**config.mk**
```make
export PLATFORM = sky130hd
export DESIGN_NAME = re_demapper
export DESIGN_NICKNAME = d
export VERILOG_FILES = /design/src/rtl/re_demapper.sv
export SDC_FILE = /design/constraint.sdc
export NUM_CORES = 1
export LEC_CHECK = 0
export ABC_AREA = 1
export BUFFER_PORTS_ARGS = -buffer_cell sky130_fd_sc_hd__buf_2
export CORE_MARGIN = 2
export CORE_UTILIZATION = 30
export DETAILED_ROUTE_END_ITERATION = 8
export PLACE_DENSITY = 0.61
export SYNTH_ARGS = -nofsm -noshare
export SYNTH_HDL_FRONTEND = slang
export SYNTH_SLANG_ARGS = --single-unit
```
**constraint.sdc**
```tcl
create_clock -name CLK_RE -period 2.7 [get_ports CLK_RE]
set_clock_uncertainty 0.05 [all_clocks]
set_input_delay 0.135 -clock CLK_RE [delete_from_list [all_inputs] [get_ports CLK_RE]]
set_output_delay 0.135 -clock CLK_RE [all_outputs]
set_load 0.05 [all_outputs]
```
**src/rtl/re_demapper.sv**
```systemverilog
// re_demapper: walks allocated subcarriers of each PUSCH symbol in the grid and splits REs into DMRS and data streams
module re_demapper #(
    parameter int FFT_Len  = 18,
    parameter int Total_Sc = 1200
) (
    input  logic                      CLK_RE,
    input  logic                      RST_RE,
    input  logic                      Start,
    input  logic [10:0]               N_sc,
    input  logic [6:0]                N_rb,
    input  logic [3:0]                Sym_Start,
    input  logic [3:0]                Sym_End,
    input  logic [3:0]                Dmrs_Sym,
    input  logic                      Dmrs_Data_En,
    input  logic                      Sym_Ready,
    output logic                      Rd_en,
    output logic [10:0]               Rd_addr,
    output logic [3:0]                Rd_sym,
    input  logic signed [FFT_Len-1:0] Rd_I,
    input  logic signed [FFT_Len-1:0] Rd_Q,
    output logic signed [FFT_Len-1:0] Dmrs_I,
    output logic signed [FFT_Len-1:0] Dmrs_Q,
    output logic                      Dmrs_Valid,
    output logic [9:0]                Dmrs_Idx,
    output logic signed [FFT_Len-1:0] Data_I,
    output logic signed [FFT_Len-1:0] Data_Q,
    output logic                      Data_Valid,
    output logic                      Data_Last,
    output logic                      Sym_Done,
    output logic                      RE_Done,
    output logic                      Cfg_Err,
    output logic                      Busy
);
    typedef enum logic [2:0] {IDLE, WAIT_SYM, READ, DRAIN, DONE} state_t;

    state_t      state_q, state_d;
    logic [10:0] n_sc_q, n_sc_d, n_re_q, n_re_d, k_q, k_d;
    logic [3:0]  sym_end_q, sym_end_d, dmrs_sym_q, dmrs_sym_d, sym_cnt_q, sym_cnt_d, credit_q, credit_d;
    logic        dmrs_en_q, dmrs_en_d, drain_q, drain_d, cfg_err_q, cfg_err_d;
    logic [11:0] cfg_bound;
    logic        cfg_ok, go_read, rd_last;

    logic        t_v_q, t_odd_q, t_dmrs_q, t_last_q;
    logic [9:0]  t_idx_q;
    logic        dmrs_hit, data_hit;
    logic signed [FFT_Len-1:0] dmrs_i_q, dmrs_q_q, data_i_q, data_q_q;
    logic        dmrs_v_q, data_v_q, data_last_q, sym_done_q;
    logic [9:0]  dmrs_idx_q;

    assign cfg_bound = {1'b0, N_sc} + 12'(N_rb) * 12'd12;
    assign cfg_ok    = (N_rb != 7'd0) && (Sym_Start <= Sym_End) && (cfg_bound <= 12'(Total_Sc));
    assign go_read   = (state_q == WAIT_SYM) && ((credit_q != 4'd0) || Sym_Ready);
    assign rd_last   = k_q == n_re_q - 11'd1;

    // next-state: slot sequencing, symbol/RE counters and symbol credit
    always_comb begin
        state_d    = state_q;
        n_sc_d     = n_sc_q;
        n_re_d     = n_re_q;
        sym_end_d  = sym_end_q;
        dmrs_sym_d = dmrs_sym_q;
        dmrs_en_d  = dmrs_en_q;
        sym_cnt_d  = sym_cnt_q;
        k_d        = k_q;
        drain_d    = drain_q;
        cfg_err_d  = 1'b0;
        credit_d   = (state_q == IDLE) ? 4'd0 :
                     (Sym_Ready && !go_read) ? ((credit_q == 4'd14) ? credit_q : credit_q + 4'd1) :
                     (go_read && !Sym_Ready) ? credit_q - 4'd1 : credit_q;
        case (state_q)
            IDLE: begin
                if (Start && cfg_ok) begin
                    state_d    = WAIT_SYM;
                    n_sc_d     = N_sc;
                    n_re_d     = 11'(N_rb) * 11'd12;
                    sym_end_d  = Sym_End;
                    dmrs_sym_d = Dmrs_Sym;
                    dmrs_en_d  = Dmrs_Data_En;
                    sym_cnt_d  = Sym_Start;
                end
                cfg_err_d = Start && !cfg_ok;
            end
            WAIT_SYM: begin
                state_d = go_read ? READ : WAIT_SYM;
                k_d     = 11'd0;
            end
            READ: begin
                k_d     = k_q + 11'd1;
                state_d = rd_last ? DRAIN : READ;
                drain_d = 1'b0;
            end
            DRAIN: begin
                drain_d = 1'b1;
                if (drain_q) begin
                    state_d   = (sym_cnt_q == sym_end_q) ? DONE : WAIT_SYM;
                    sym_cnt_d = (sym_cnt_q == sym_end_q) ? sym_cnt_q : sym_cnt_q + 4'd1;
                end
            end
            default: state_d = IDLE;
        endcase
    end

    // control state register
    always_ff @(posedge CLK_RE or negedge RST_RE) begin
        if (!RST_RE) begin
            state_q    <= IDLE;
            n_sc_q     <= '0;
            n_re_q     <= '0;
            sym_end_q  <= '0;
            dmrs_sym_q <= '0;
            dmrs_en_q  <= 1'b0;
            sym_cnt_q  <= '0;
            k_q        <= '0;
            drain_q    <= 1'b0;
            credit_q   <= '0;
            cfg_err_q  <= 1'b0;
        end else begin
            state_q    <= state_d;
            n_sc_q     <= n_sc_d;
            n_re_q     <= n_re_d;
            sym_end_q  <= sym_end_d;
            dmrs_sym_q <= dmrs_sym_d;
            dmrs_en_q  <= dmrs_en_d;
            sym_cnt_q  <= sym_cnt_d;
            k_q        <= k_d;
            drain_q    <= drain_d;
            credit_q   <= credit_d;
            cfg_err_q  <= cfg_err_d;
        end
    end

    assign Rd_en   = state_q == READ;
    assign Rd_addr = Rd_en ? n_sc_q + k_q : 11'd0;
    assign Rd_sym  = Rd_en ? sym_cnt_q : 4'd0;

    // the routing decision uses the tag that travelled alongside the read
    assign dmrs_hit = t_v_q && t_dmrs_q && !t_odd_q;
    assign data_hit = t_v_q && (!t_dmrs_q || (t_odd_q && dmrs_en_q));

    // read tag stage and registered output stage; I/Q hold when not valid
    always_ff @(posedge CLK_RE or negedge RST_RE) begin
        if (!RST_RE) begin
            t_v_q       <= 1'b0;
            t_odd_q     <= 1'b0;
            t_dmrs_q    <= 1'b0;
            t_last_q    <= 1'b0;
            t_idx_q     <= '0;
            dmrs_v_q    <= 1'b0;
            data_v_q    <= 1'b0;
            data_last_q <= 1'b0;
            sym_done_q  <= 1'b0;
            dmrs_idx_q  <= '0;
            dmrs_i_q    <= '0;
            dmrs_q_q    <= '0;
            data_i_q    <= '0;
            data_q_q    <= '0;
        end else begin
            t_v_q       <= Rd_en;
            t_odd_q     <= k_q[0];
            t_dmrs_q    <= sym_cnt_q == dmrs_sym_q;
            t_last_q    <= Rd_en && rd_last;
            t_idx_q     <= k_q[10:1];
            dmrs_v_q    <= dmrs_hit;
            data_v_q    <= data_hit;
            data_last_q <= data_hit && t_last_q;
            sym_done_q  <= t_v_q && t_last_q;
            if (dmrs_hit) begin
                dmrs_idx_q <= t_idx_q;
                dmrs_i_q   <= Rd_I;
                dmrs_q_q   <= Rd_Q;
            end
            if (data_hit) begin
                data_i_q <= Rd_I;
                data_q_q <= Rd_Q;
            end
        end
    end

    assign Dmrs_I     = dmrs_i_q;
    assign Dmrs_Q     = dmrs_q_q;
    assign Dmrs_Valid = dmrs_v_q;
    assign Dmrs_Idx   = dmrs_idx_q;
    assign Data_I     = data_i_q;
    assign Data_Q     = data_q_q;
    assign Data_Valid = data_v_q;
    assign Data_Last  = data_last_q;
    assign Sym_Done   = sym_done_q;
    assign RE_Done    = state_q == DONE;
    assign Cfg_Err    = cfg_err_q;
    assign Busy       = state_q != IDLE;
endmodule

```
Word-level counts from Yosys, hierarchy flattened
Index checks and enable logic that the tools add are counted.
{"block": "classes", "order_cmp": 2, "muxes": 19, "addsub": 7, "n_eq_ne": 12, "multipliers": 2, "n_reduce_logical": 33}
{"op": "$mux 4", "n": 8}
{"op": "$pmux 11 s2", "n": 1}
{"op": "$mul 7x2->9 const B", "n": 2}
{"op": "$logic_and 1x1->1", "n": 14}
{"op": "$add 11x11->12", "n": 1}
{"op": "$le 12x11->1 const B", "n": 1}
{"op": "$pmux 3 s4", "n": 1}
{"op": "$add 11x1->11 const B", "n": 1}
{"op": "$add 11x11->11", "n": 1}
{"op": "$eq 11x11->1", "n": 1}
{"op": "$mux 11", "n": 1}
{"op": "$sub 11x1->11 const B", "n": 1}
{"op": "$mux 3", "n": 3}
{"op": "$add 4x1->4 const B", "n": 2}
{"op": "$eq 4x4->1", "n": 2}
{"op": "$pmux 4 s2", "n": 1}
{"op": "$reduce_bool 7->1", "n": 1}
{"op": "$eq 3x2->1 const B", "n": 2}
{"op": "$reduce_and 2->1", "n": 3}
{"op": "$reduce_bool 2->1", "n": 3}
{"op": "$reduce_bool 3->1", "n": 2}
{"op": "$logic_not 1->1", "n": 5}
{"op": "$eq 4x4->1 const B", "n": 1}
{"op": "$le 4x4->1", "n": 1}
{"op": "13 further kinds", "n": 16}
{"block": "word_totals", "out_inout_bits": 105, "wordCells": 100, "input_bits": 71, "register_bits": 153}

Depth between registers and ports, before layout
Gate-level depths: netlist of run 1.
{"block": "logic_depth", "word_depth": 7, "depth_mapped": 23, "ltp_nobuf": 22}

Least setup slack after synthesis of run 1
OpenSTA, ideal clock, no wires.
{"block": "synth_timing", "kind": "input port to flip-flop", "start": "in N_rb[0]", "end": "reg n_re_q[7]", "slack_ns": -0.247, "cell_stages": 21, "setup_ns": 0.124, "path_buffers": 2, "t_arrival_ns": 2.774, "required_time_ns": 2.526, "cell_sequence": "ha_1 -> fa_1 -> a21oi_1 -> o21bai_1 -> nand2_1 -> nand2_1 -> a21oi_1 -> xor2_1 -> inv_1 -> ha_1 -> a21oi_1 -> nand2_1 -> nand2_1 -> nand2_1 -> nand2_1 -> and2_4 -> nand3_4 -> buf_6 -> buf_8 -> nand2_2 -> o21ai_2"}
{"block": "synth_via", "elab_chain_cells": 6, "elab_cells_between_ends": 9, "classes_between": "add/sub: 1; mul: 2; order compare: 1; reduce/logical: 5"}
{"item": "start: declaration", "line_no": "10", "source": "input logic [6:0] N_rb,"}
{"item": "$mul 7x2->9", "line_no": "50, 75"}
{"item": "$add 11x11->12", "line_no": "50", "source": "assign cfg_bound = {1'b0, N_sc} + 12'(N_rb) * 12'd12;"}
{"item": "$le 12x11->1", "line_no": "51", "source": "assign cfg_ok = (N_rb != 7'd0) && (Sym_Start <= Sym_End) && (cfg_bound <= 12'(Total_Sc));"}
{"item": "$logic_and 1x1->1", "line_no": "51"}
{"item": "$logic_and 1x1->1", "line_no": "72", "source": "if (Start && cfg_ok) begin"}
{"item": "$reduce_and 2->1 (no source line)"}
{"item": "end signal: assignment", "line_no": "120", "source": "n_re_q <= n_re_d;"}
{"item": "end: declaration", "line_no": "37", "source": "logic [10:0] n_sc_q, n_sc_d, n_re_q, n_re_d, k_q, k_d;"}
Several ways; a longest one is shown, not always the timed one.
A chain may end at the register's enable or synchronous reset.

Worst setup path after layout of run 1
{"block": "layout_timing", "start": "in N_rb[1]", "end": "reg n_re_q[5]"}
The elaborated chain is that of the path after synthesis.

==> metrics.md, run 1 <==
| Metric | Value |
|---|---|
| Critical register-to-register path endpoint | credit_q[3]$_DFFE_PN0P_ |
| Synthesis-stage register bit count | 153 |
| Die height | 166 um |
| Number of placed instances with taps included | 1,471 |
| Length of the first detailed-routing pass in iterations | 5 |
| Internal power | roughly 6500 uW |
| Maximum number of pins on one net before global-route repair | 83 |
| Startpoint of the worst register-to-register path | state_q[0]$_DFFE_PN0P_ |
| Post-synth EDFFs | 0 |
| Sort of element at the start of the critical path | input pin |
| Post-route ant nets | 0 |
| Sequential cell area fraction in the yosys report | 0.483 |
| Routability cong. | 0.855 |
| Total via count in the routed design | 7,060 |
| Net switching fraction of the power | 0.501 |
| Final Instance Area | ~11,000 um^2 |
| Worst setup path class | input pin to flop |
| Highest attainable clock frequency | roughly 380 MHz |
| Initial standard-cell utilization of the core | 0.305 |
| Power per standard cell area | 1170 nW/um^2 |
| Cell at the root of the clock tree | clkbuf_16 |
| Min Clock Period, post-route | between 2 and 3 ns |
| Count of inserted antenna diode cells | 0 |
| DR WL/cell | 13.2 um |
| Synthesized netlist cell count | about 950 |
| Sequential group share of total power | 0.298 |
| Type of element capturing the critical path | flop |
| # nets final | 1,342 |
| Placement-stage worst setup slack | -0.344 ns |
| Asr flop ratio synth | 1.00 |
| Clock buffer count from CTS | 17 |
| Logic pwr share | 0.528 |
| Depth of the CTS H-tree | 4 |
| Number of standard cells in the layout, taps in and fillers out | 1,576 |
| Floorplan core area | 26,000 um^2 |
| Commonest cells after routing, fill and taps aside | 215 x nand2_1, 166 x buf_2, 150 x dfrtp_1 |
| Data arrival time at the worst-slack endpoint | 2.91 ns |
| First-pass GRT wire length | 34.0 mm |
| Worst setup margin | 0.0630 ns |
| Fraction of power consumed by the clock network | 0.174 |
| RSZ-0062 raised after global routing | true |
| Classification of the worst-slack hold path | input pin to flop |
| Die width | 166 um |
| Floorplan row count | 59 |
| Outcome | finished, final reports clean |
| Leakage Power | 0.00587 uW |
| Overall die area | 27,700 um^2 |
| Share of the clock period used by the worst path after layout | 0.977 |
| Timing startpoint of the critical path | N_rb[1] |
| Final HPWL from detailed placement | 15.0 mm |
| Maximum ir drop on the vdd rail | 0.937 mV |
| I/O Pins | 176 |
| FF-to-FF setup slack | 0.66 ns |
| Post-DR vias/cell | 4.48 |
| Vias in the first global route | 6,857 |
| Post-synth top flop | dfrtp_1 |
| CTS tree | built |
| Number of buffer cells added on primary ports | 175 |
| Max-slew violation count | 0 |
| Total of max-cap violations | 0 |
| Number of hold violations in the final report | 0 |
| Maximum clock path buffer count | 2 |
| P_sw | 6540 uW |
| Antenna violations before repair | 0 |
| Post-route DRC | 0 |
| Worst-case hold slack | 0.0830 ns |
| Capturing element of the worst setup path | n_re_q[5]$_DFFE_PN0P_ |
| Synthesized Nets | ~1,100 |
| Ratio of cells with drive above 1 in the final layout | 0.302 |
| Most frequent standard cell in the layout excluding fill and tap cells | nand2_1 |
| Clock transition at the registers of the reported paths | 0.07 ns |
| Latest clock arrival within the worst-skew pair | 0.43 ns |
| Distinct cell type count after synthesis | 38 |
| Worst reg2reg path depth | 10 |
| Cell area after placement | 9500 um^2 |
| Fill cell instance count of the final layout | roughly 2,600 |
| First DRT Iteration DRCs | 360 |
| Pin slew with the least headroom to its limit | between 0.7 and 0.8 ns |
| Number of sinks handled by clock tree synthesis | 153 |
| Post-synthesis instance area | 7920 um^2 |
| Area growth syn-to-layout | 40.7% |
| Setup violators final | 0 |
| Yosys warns | 0 |
| Global Route Usage Sum | 0.150 |
| Total wire length after detailed routing | 20.9 mm |
| Congestion Overflow GR | 0 |
| Highest net fanout along the worst path | 6 |
| Crit path required time | ~3 ns |
| Post-synthesis area per instance | 8.35 um^2 |
| Worst max-slew margin expressed relative to the limit | 0.513 |
[synthesized netlist by cell type, types with 2 or more instances]
library cell / count / share of area
xnor2_1: 10 / 0.011
dfrtp_1: 153 / 0.48
nand4_1: 13 / 0.010
fa_1: 4 / 0.010
nor3_1: 9 / 0.0057
clkbuf_1: 20 / 0.0095
o221ai_1: 3 / 0.0033
or2_2: 4 / 0.0032
inv_2: 2 / 0.00095
a31oi_1: 2 / 0.0016
ha_1: 39 / 0.062
o21ai_1: 9 / 0.0057
o21ai_0: 105 / 0.066
buf_8: 2 / 0.0038
nand2_2: 22 / 0.017
buf_2: 2 / 0.0013
o22ai_1: 6 / 0.0047
nor4_1: 2 / 0.0016
nor2_1: 43 / 0.020
inv_1: 151 / 0.072
nand3b_1: 3 / 0.0028
xor2_1: 14 / 0.015
o21ai_2: 20 / 0.022
o2111ai_1: 2 / 0.0022
nand2_1: 231 / 0.11
nand3_1: 30 / 0.019
a21oi_1: 36 / 0.023
[layout make-up]
type / count / area, um^2 / share of cell area
timing repair buffer: 286 / 2020 / 0.181
tap: 335 / 419 / 0.0376
inverter: 154 / 578 / 0.0519
multi-input combinational: 616 / 3740 / 0.335
clock inverter: 15 / 134 / 0.0120
clock buffer: 17 / 425 / 0.0382
sequential: 153 / 3830 / 0.344
[metal layers]
layer,global-route usage,wire (um),vias to the layer above
li1,-,-,3589
met1,0.197,9620,3258
met2,0.253,9990,199
met3,0.0330,1070,14
met4,0.0394,194,0
met5,0,0,-
[power groups by stage]
stage                     sequential, uW  combinational [uW]  clock [uW]
after CTS                           3840                6640        2330
after floorplan                     5690                2940           0
final                               3890                6890        2270
after global routing                4010                7520        2440
after detailed placement            3870                6460           0
after global placement              3850                6380           0
[sequential cells by signal, indices dropped and copies added (netlist names), 3 cells and up]
| name | count |
|---|---|
| Data_I | 18 |
| Data_Q | 18 |
| Dmrs_I | 18 |
| Dmrs_Q | 18 |
| k_q | 11 |
| n_sc_q | 11 |
| Dmrs_Idx | 10 |
| t_idx_q | 10 |
| n_re_q | 9 |
| credit_q | 4 |
| dmrs_sym_q | 4 |
| sym_cnt_q | 4 |
| sym_end_q | 4 |
| state_q | 3 |
[worst min path at each step]
stage / from / end / slack (ns) / depth (start not counted)
after global placement: RST_RE / Dmrs_Idx[4]$_DFFE_PN0P_ / 0.07 / 1
final: Sym_Start[1] / sym_cnt_q[1]$_DFFE_PN0P_ / 0.08 / 5
after detailed placement: RST_RE / Dmrs_Idx[4]$_DFFE_PN0P_ / 0.08 / 1
after CTS: Sym_Start[1] / sym_cnt_q[1]$_DFFE_PN0P_ / 0.06 / 5
after global routing: Sym_Start[3] / sym_cnt_q[3]$_DFFE_PN0P_ / 0.11 / 5
after floorplan: RST_RE / Cfg_Err$_DFF_PN0_ / -0.21 / 0
[cells by family after synthesis]
logic type / count (synthesis) / synth area share
AOI/OAI and AO/OA: 187 / 0.133
DFF: 153 / 0.483
adders and majority gates: 43 / 0.0717
and+or+nand+nor: 361 / 0.196
xor gates and xnor gates: 24 / 0.0265
buffers and inverters: 180 / 0.0896
[stage by stage]
step	TNS (ns)	total power [uW]	utilization
2_1_floorplan	-0.416	8630	-
3_3_place_gp	-7.81	10200	0.366
3_5_place_dp	-10.86	10300	0.366
4_1_cts	-0.0381	12800	0.413
5_1_grt	-2.61	14000	0.429
6_report	0	13000	0.429
[what timing repair did]
| item | in CTS | in global routing |
|---|---|---|
| hold buffers | 58 | 0 |
| gates resized for setup | 16 | 71 |
| pin swaps | 8 | 16 |
| cloned | 0 | 5 |
| buffers inserted | 6 | 4 |
| endpoints found under the hold margin | 146 | 0 |
| setup endpoints to repair | 4 | 40 |
[critical path: stages]
cell       delay [ns]
buf_8            0.11
ha_4             0.15
fa_2             0.35
a21oi_2          0.16
o21bai_2         0.11
nand2_1          0.08
nand2_1          0.06
a21oi_2          0.13
xor2_1           0.20
inv_1            0.10
ha_4             0.25
a21oi_4          0.16
nand2_1          0.07
nand2_1          0.05
nand2_1          0.05
nand2_1          0.07
and2_4           0.17
nand3_4          0.16
clkbuf_16        0.24
nand2_4          0.06
o21ai_2          0.05
Power figures use the tool's default switching activity.
==> inputs of run 2 (changes only) <==
Settings changed: CTS_BUF_LIST set to sky130_fd_sc_hd__clkbuf_4.
==> metrics.md, run 2 (same netlist as run 1, synthesis figures left out) <==
| Metric | Value |
|---|---|
| FF-to-FF setup slack | 0.64 ns (-0.02 ns) |
| Final HPWL from detailed placement | 15.0 mm (unchanged) |
| Fill cell instance count of the final layout | 2,610 (+0.93%) |
| Highest attainable clock frequency | 355 MHz (-6.5%) |
| Startpoint of the worst register-to-register path | n_re_q[2]$_DFFE_PN0P_ |
| Data arrival time at the worst-slack endpoint | 2.63 ns (-0.28 ns) |
| Maximum clock path buffer count | 2 (unchanged) |
| Latest clock arrival within the worst-skew pair | 0.56 ns (+0.13 ns) |
| Final Instance Area | 10,900 um^2 (-2.0%) |
| Post-DR vias/cell | 4.48 (-0.10%) |
| Timing startpoint of the critical path | n_sc_q[0]$_DFFE_PN0P_ |
| Worst setup margin | -0.120 ns (-0.183 ns) |
| Max stage delay cell, worst path | dfrtp_1 |
| Die height | 166 um (unchanged) |
| Cell seen most often among critical-path stages | nand2_2 |
| Number of hold violations in the final report | 0 (unchanged) |
| Power per standard cell area | 1100 nW/um^2 (-5.6%) |
| Critical register-to-register path endpoint | state_q[0]$_DFFE_PN0P_ |
| Capturing element of the worst setup path | Rd_addr[8] |
| Clock transition at the registers of the reported paths | 0.15 ns (+0.08 ns) |
| Highest net fanout along the worst path | 3 (-3) |
| Worst path buffer plus inverter count | 1 (-2) |
| Number of placed instances with taps included | 1,471 (unchanged) |
| Congestion Overflow GR | 0 (unchanged) |
| Setup violators final | 2 (+2) |
| Depth of the critical timing path with buffers and inverters included | 12 (-43%) |
| Max-slew violation count | 0 (unchanged) |
| Series of cell instances along the critical path | ha_4 > fa_2 > nand3_2 > nand2_1 > nand2_2 > nand2_2 > a21oi_4 > nor2_2 > o22ai_2 > xor2_2 > nor2_1 > buf_6 |
| Post-route DRC | 0 (unchanged) |
| Classification of the worst-slack hold path | input pin to async pin |
| Floorplan core area | 26,000 um^2 (unchanged) |
| Share of the clock period used by the worst path after layout | 1.04 (+0.0677) |
| First DRT Iteration DRCs | 388 (+7.8%) |
| Utilization of the core after routing | 0.420 (-0.00867) |
| Die width | 166 um (unchanged) |
| First-pass GRT wire length | 33.8 mm (-0.73%) |
| Total via count in the routed design | 7,093 (+0.47%) |
| Maximum number of pins on one net before global-route repair | 83 (unchanged) |
| Depth of the CTS H-tree | 4 (unchanged) |
| Worst setup path class | flop to output port |
| Kind of cell adding the most delay to the critical path | adder cells |
| Commonest cells after routing, fill and taps aside | 228 x nand2_1, 167 x buf_2, 150 x inv_1 |
| Outcome | finished, violations left |
| Overall die area | 27,700 um^2 (unchanged) |
| I/O Pins | 176 (unchanged) |
| Sequential standard cell area | 3840 um^2 (about the same) |
| Number of buffer cells added on primary ports | 175 (unchanged) |
| Ratio of cells with drive above 1 in the final layout | 0.294 (-0.00834) |
| Crit path required time | 2.52 ns (-0.45 ns) |
| Most frequent standard cell in the layout excluding fill and tap cells | nand2_1 |
| Sort of element at the start of the critical path | flop |
| Total wire length after detailed routing | 20.9 mm (unchanged) |
| Pin slew with the least headroom to its limit | 0.739 ns (+0.00827 ns) |
| Worst reg2reg path depth | 12 (+2) |
| RSZ-0062 raised after global routing | true |
| Clock buffer count from CTS | 17 (unchanged) |
| Initial standard-cell utilization of the core | 0.305 (unchanged) |
| Global Route Usage Sum | 0.149 (-0.00122) |
| Number of standard cells in the layout, taps in and fillers out | 1,585 (+0.57%) |
| CTS tree | built |
| DR WL/cell | 13.2 um (-0.57%) |
| Cell at the root of the clock tree | clkbuf_4 |
| Length of the first detailed-routing pass in iterations | 5 (unchanged) |
| Failing checks | negative setup slack |
| Area growth syn-to-layout | 37.9% |
| Routability cong. | 0.855 (unchanged) |
| Vias in the first global route | 6,817 (-0.58%) |
| Antenna violations before repair | 1 (+1) |
| Type of element capturing the critical path | output port |
| Total of max-cap violations | 0 (unchanged) |
| Post-route ant nets | 0 (unchanged) |
| # nets final | 1,350 (+0.60%) |
| Multi-input logic area | 3710 um^2 (-0.60%) |
| Floorplan row count | 59 (unchanged) |
| Leakage Power | 0.00574 uW (-2.1%) |
| Maximum ir drop on the vdd rail | 0.859 mV (-8.3%) |
| Number of sinks handled by clock tree synthesis | 153 (unchanged) |
| Worst-case hold slack | 0.0764 ns (-0.00666 ns) |
| Min Clock Period, post-route | 2.82 ns (+0.183 ns) |
| Cell area after placement | 9500 um^2 (unchanged) |
| Max stage delay on crit path | 0.46 ns (+0.11 ns) |
| Worst max-slew margin expressed relative to the limit | 0.507 (-0.00552) |
[run 2: changes by cell type in the layout (fill, tap and decap cells not counted), moves of 5 or more]
cell | before | now
ha_1 | 29 | 24
clkbuf_16 | 20 | 4
o21ai_1 | 6 | 13
nand2_4 | 10 | 0
clkbuf_4 | 1 | 17
ha_4 | 8 | 15
o21ai_2 | 26 | 20
nand2_1 | 215 | 228
dlygate4sd3_1 | 58 | 65
[run 2: where the power goes]
part,switching (uW),internal (uW),total (uW),leakage [uW]
logic,4770,2080,6850,0.00370
clock network,938,402,1340,0.000141
registers,675,3190,3870,0.00190
[run 2: routing by layer]
metal | vias up | part of all wire | track usage
li1 | 3606 | - | -
met1 | 3281 | 0.46 | 0.195
met2 | 187 | 0.47 | 0.252
met3 | 19 | 0.052 | 0.0347
met4 | 0 | 0.010 | 0.0349
met5 | - | 0 | 0
[run 2: repair_timing]
action,in CTS,in global routing
hold buffers,65,0
endpoints found under the hold margin,255,0
setup buffers,4,6
setup endpoints to repair,6,38
pin swaps,6,13
gates resized for setup,24,41
gates cloned,0,6
[run 2: how the worst min path moves through the flow]
stage,to,cells after the start
after floorplan,Cfg_Err$_DFF_PN0_,0
after global placement,Dmrs_Idx[4]$_DFFE_PN0P_,1
after detailed placement,Dmrs_Idx[4]$_DFFE_PN0P_,1
after CTS,Dmrs_Idx[4]$_DFFE_PN0P_,2
after global routing,t_idx_q[4]$_DFF_PN0_,2
final,t_idx_q[4]$_DFF_PN0_,2
[run 2: worst reg2reg max path, delay by kind of cell (launching register included)]
kind                     cells  cell delay, ns
AND/OR/NAND/NOR              8            0.68
adder cells (fa/ha/maj)      1            0.28
buffers and inverters        1            0.10
AO/OA/AOI/OAI                2            0.41
flip-flops                   1            0.47
[run 2: layout make-up]
class | count | area share
diodes | 1 | 0.000229
clock buffers | 17 | 0.0117
clock inverters | 15 | 0.0123
inverters | 154 | 0.0530
multi-input cells | 616 | 0.340
flip-flops and latches | 153 | 0.351
well taps | 335 | 0.0384
repair buffers | 294 | 0.193
[run 2: stage by stage]
stage | worst slack, ns | setup TNS, ns | total power, uW
2_1_floorplan | -0.0228 | -0.416 | 8630
3_3_place_gp | -0.244 | -7.81 | 10200
3_5_place_dp | -0.344 | -10.86 | 10300
4_1_cts | -0.241 | -0.558 | 11900
5_1_grt | -0.311 | -0.974 | 13000
6_report | -0.120 | -0.120 | 12100
==> inputs of run 3 (changes only) <==
Settings changed: RECOVER_POWER set to 100.
==> metrics.md, run 3 (same netlist as run 1, synthesis figures left out) <==
| Metric | Value |
|---|---|
| I/O Pins | 176 (unchanged) |
| Maximum clock path buffer count | 2 (unchanged) |
| Min Clock Period, post-route | 2.82 ns (-0.00247 ns) |
| # nets final | 1,350 (unchanged) |
| Initial standard-cell utilization of the core | 0.305 (unchanged) |
| Ratio of cells with drive above 1 in the final layout | 0.210 (-0.0841) |
| Sequential group share of total power | 0.328 (+0.007) |
| Post-route DRC | 0 (unchanged) |
| Highest net fanout along the worst path | 3 (unchanged) |
| Overall die area | 27,700 um^2 (unchanged) |
| Max stage delay cell, worst path | dfrtp_1 |
| Fraction of power consumed by the clock network | 0.113 (+0.002) |
| Total power consumption of the routed design | 11,800 uW (-1.7%) |
| Outcome | finished, violations left |
| Most frequent standard cell in the layout excluding fill and tap cells | nand2_1 |
| Worst setup path class | flop to output port |
| Depth of the CTS H-tree | 4 (unchanged) |
| Worst path buffer plus inverter count | 1 (unchanged) |
| Kind of cell adding the most delay to the critical path | adder cells |
| Failing checks | negative setup slack |
| Max stage delay on crit path | 0.46 ns (about the same) |
| Total via count in the routed design | 7,118 (+0.35%) |
| Cell area after placement | 9500 um^2 (unchanged) |
| Sort of element at the start of the critical path | flop |
| Maximum number of pins on one net before global-route repair | 83 (unchanged) |
| Net switching fraction of the power | 0.540 (+0.0104) |
| Clock transition at the registers of the reported paths | 0.15 ns (about the same) |
| Worst max-slew margin expressed relative to the limit | 0.0565 (-0.451) |
| Area growth syn-to-layout | 35.3% |
| RSZ-0062 raised after global routing | true |
| Share of the clock period used by the worst path after layout | 1.04 (about the same) |
| Cell at the root of the clock tree | clkbuf_4 |
| Number of hold violations in the final report | 0 (unchanged) |
| Die width | 166 um (unchanged) |
| Floorplan core area | 26,000 um^2 (unchanged) |
| Leakage Power | 0.00542 uW (-5.7%) |
| Total of max-cap violations | 0 (unchanged) |
| Type of element capturing the critical path | output port |
| First DRT Iteration DRCs | 383 (-1.3%) |
| Max-slew violation count | 0 (unchanged) |
| Final HPWL from detailed placement | 15.0 mm (unchanged) |
| Post-DR vias/cell | 4.49 (+0.35%) |
| Global Route Usage Sum | 0.149 (unchanged) |
| Placement-stage worst setup slack | -0.344 ns (unchanged) |
| Congestion Overflow GR | 0 (unchanged) |
| Total wire length after detailed routing | 21.0 mm (+0.43%) |
| Setup violators final | 2 (unchanged) |
| Floorplan row count | 59 (unchanged) |
| Routability cong. | 0.855 (unchanged) |
| Fill cell instance count of the final layout | 2,688 (+3.0%) |
| Internal power | 5450 uW (-3.9%) |
| Number of sinks handled by clock tree synthesis | 153 (unchanged) |
| Data arrival time at the worst-slack endpoint | 2.63 ns (about the same) |
| Antenna violations before repair | 1 (unchanged) |
| Pin slew with the least headroom to its limit | 1.42 ns (+0.676 ns) |
| Clock buffer count from CTS | 17 (unchanged) |
| Latest clock arrival within the worst-skew pair | 0.56 ns (about the same) |
| Sequential standard cell area | 3830 um^2 (about the same) |
| Logic pwr share | 0.559 (-0.009) |
| Classification of the worst-slack hold path | input pin to flop |
| Length of the first detailed-routing pass in iterations | 5 (unchanged) |
| Final Instance Area | 10,700 um^2 (-1.8%) |
| P_sw | 6390 uW (+0.18%) |
| Worst setup margin | -0.117 ns (+0.00247 ns) |
| First-pass GRT wire length | 33.8 mm (unchanged) |
| Maximum ir drop on the vdd rail | 0.798 mV (-7.2%) |
| Post-route ant nets | 0 (unchanged) |
| Cell seen most often among critical-path stages | nand2_2 |
| Power per standard cell area | 1110 nW/um^2 (about the same) |
| Series of cell instances along the critical path | ha_4 > fa_2 > nand3_2 > nand2_1 > nand2_2 > nand2_2 > a21oi_4 > nor2_2 > o22ai_2 > xor2_2 > nor2_1 > buf_6 |
| Commonest cells after routing, fill and taps aside | 229 x nand2_1, 150 x dfrtp_1, 150 x inv_1 |
| Crit path required time | 2.52 ns (about the same) |
| Highest attainable clock frequency | 355 MHz (about the same) |
| Number of buffer cells added on primary ports | 175 (unchanged) |
| DR WL/cell | 13.2 um (+0.43%) |
| CTS tree | built |
| Die height | 166 um (unchanged) |
| Multi-input logic area | 3690 um^2 (-0.61%) |
| Vias in the first global route | 6,817 (unchanged) |
## run 3: cell types whose count changed in the layout (fill, tap and decap cells not counted), moves of 2 or more
cell / delta
buf_4: -9
clkbuf_1: +99
buf_12: -2
dfrtp_1: +3
buf_2: -100
clkbuf_4: +3
clkbuf_2: +10
dfrtp_2: -3
## run 3: layer usage
| metal | GRT usage | part of all wire |
|---|---|---|
| met3 | 0.0347 | 0.055 |
| met4 | 0.0349 | 0.0094 |
| met1 | 0.195 | 0.46 |
| met2 | 0.252 | 0.47 |
| met5 | 0 | 0 |
## run 3: worst register-to-register path, cell delays in order (launching register included)
cell	delay (ns)
dfrtp_1	0.37
inv_1	0.06
nor3_1	0.16
clkbuf_1	0.46
inv_2	0.04
clkbuf_2	0.77
o21ai_0	0.50
## run 3: worst paths after layout
kind / from / to / slack [ns] / depth (start not counted)
setup / recovery: n_sc_q[0]$_DFFE_PN0P_ / Rd_addr[8] / -0.12 / 12
setup reg to reg: t_dmrs_q$_DFF_PN0_ / Dmrs_Q[3]$_DFFE_PN0P_ / 0.19 / 6
hold / removal: N_rb[2] / n_re_q[4]$_DFFE_PN0P_ / 0.15 / 5
min in group asynchronous: RST_RE / t_idx_q[4]$_DFF_PN0_ / 0.39 / 2
max in group asynchronous: RST_RE / Dmrs_I[10]$_DFFE_PN0P_ / 0.48 / 3
hold reg to reg: t_idx_q[9]$_DFF_PN0_ / Dmrs_Idx[9]$_DFFE_PN0P_ / 0.40 / 2
## run 3: final cells by class
class | instances | share of cell area
Antenna cell | 1 | 0.000234
Clock buffer | 17 | 0.0119
Clock inverter | 15 | 0.0125
Inverter | 154 | 0.0539
Multi-Input combinational cell | 616 | 0.344
Sequential cell | 153 | 0.358
Tap cell | 335 | 0.0391
Timing Repair Buffer | 294 | 0.180
## run 3: power by group through the flow
stage	Sequential (uW)	Combinational [uW]	Clock [uW]
after global routing	4020	7250	1490
final	3890	6620	1340
after global placement	3850	6380	0
after CTS	3820	6660	1400
after floorplan	5690	2940	0
after detailed placement	3870	6460	0
## run 3: repair_timing
action,CTS,global route
pin swaps,6,13
endpoints found under the setup margin,6,38
hold endpoints to repair,255,0
cloned,0,6
setup buffers,4,6
hold buffers,65,0
gates resized for setup,24,41
## run 3: per-stage QoR
step	TNS, ns	cells	hold slack (ns)	utilization
after floorplan	-0.416	948	-0.211	-
after global placement	-7.81	1471	0.0744	0.366
after detailed placement	-10.86	1471	0.0753	0.366
after CTS	-0.558	1572	0.0360	0.405
after global routing	-6.16	1585	0.135	0.412
final	-0.118	1585	0.152	0.412
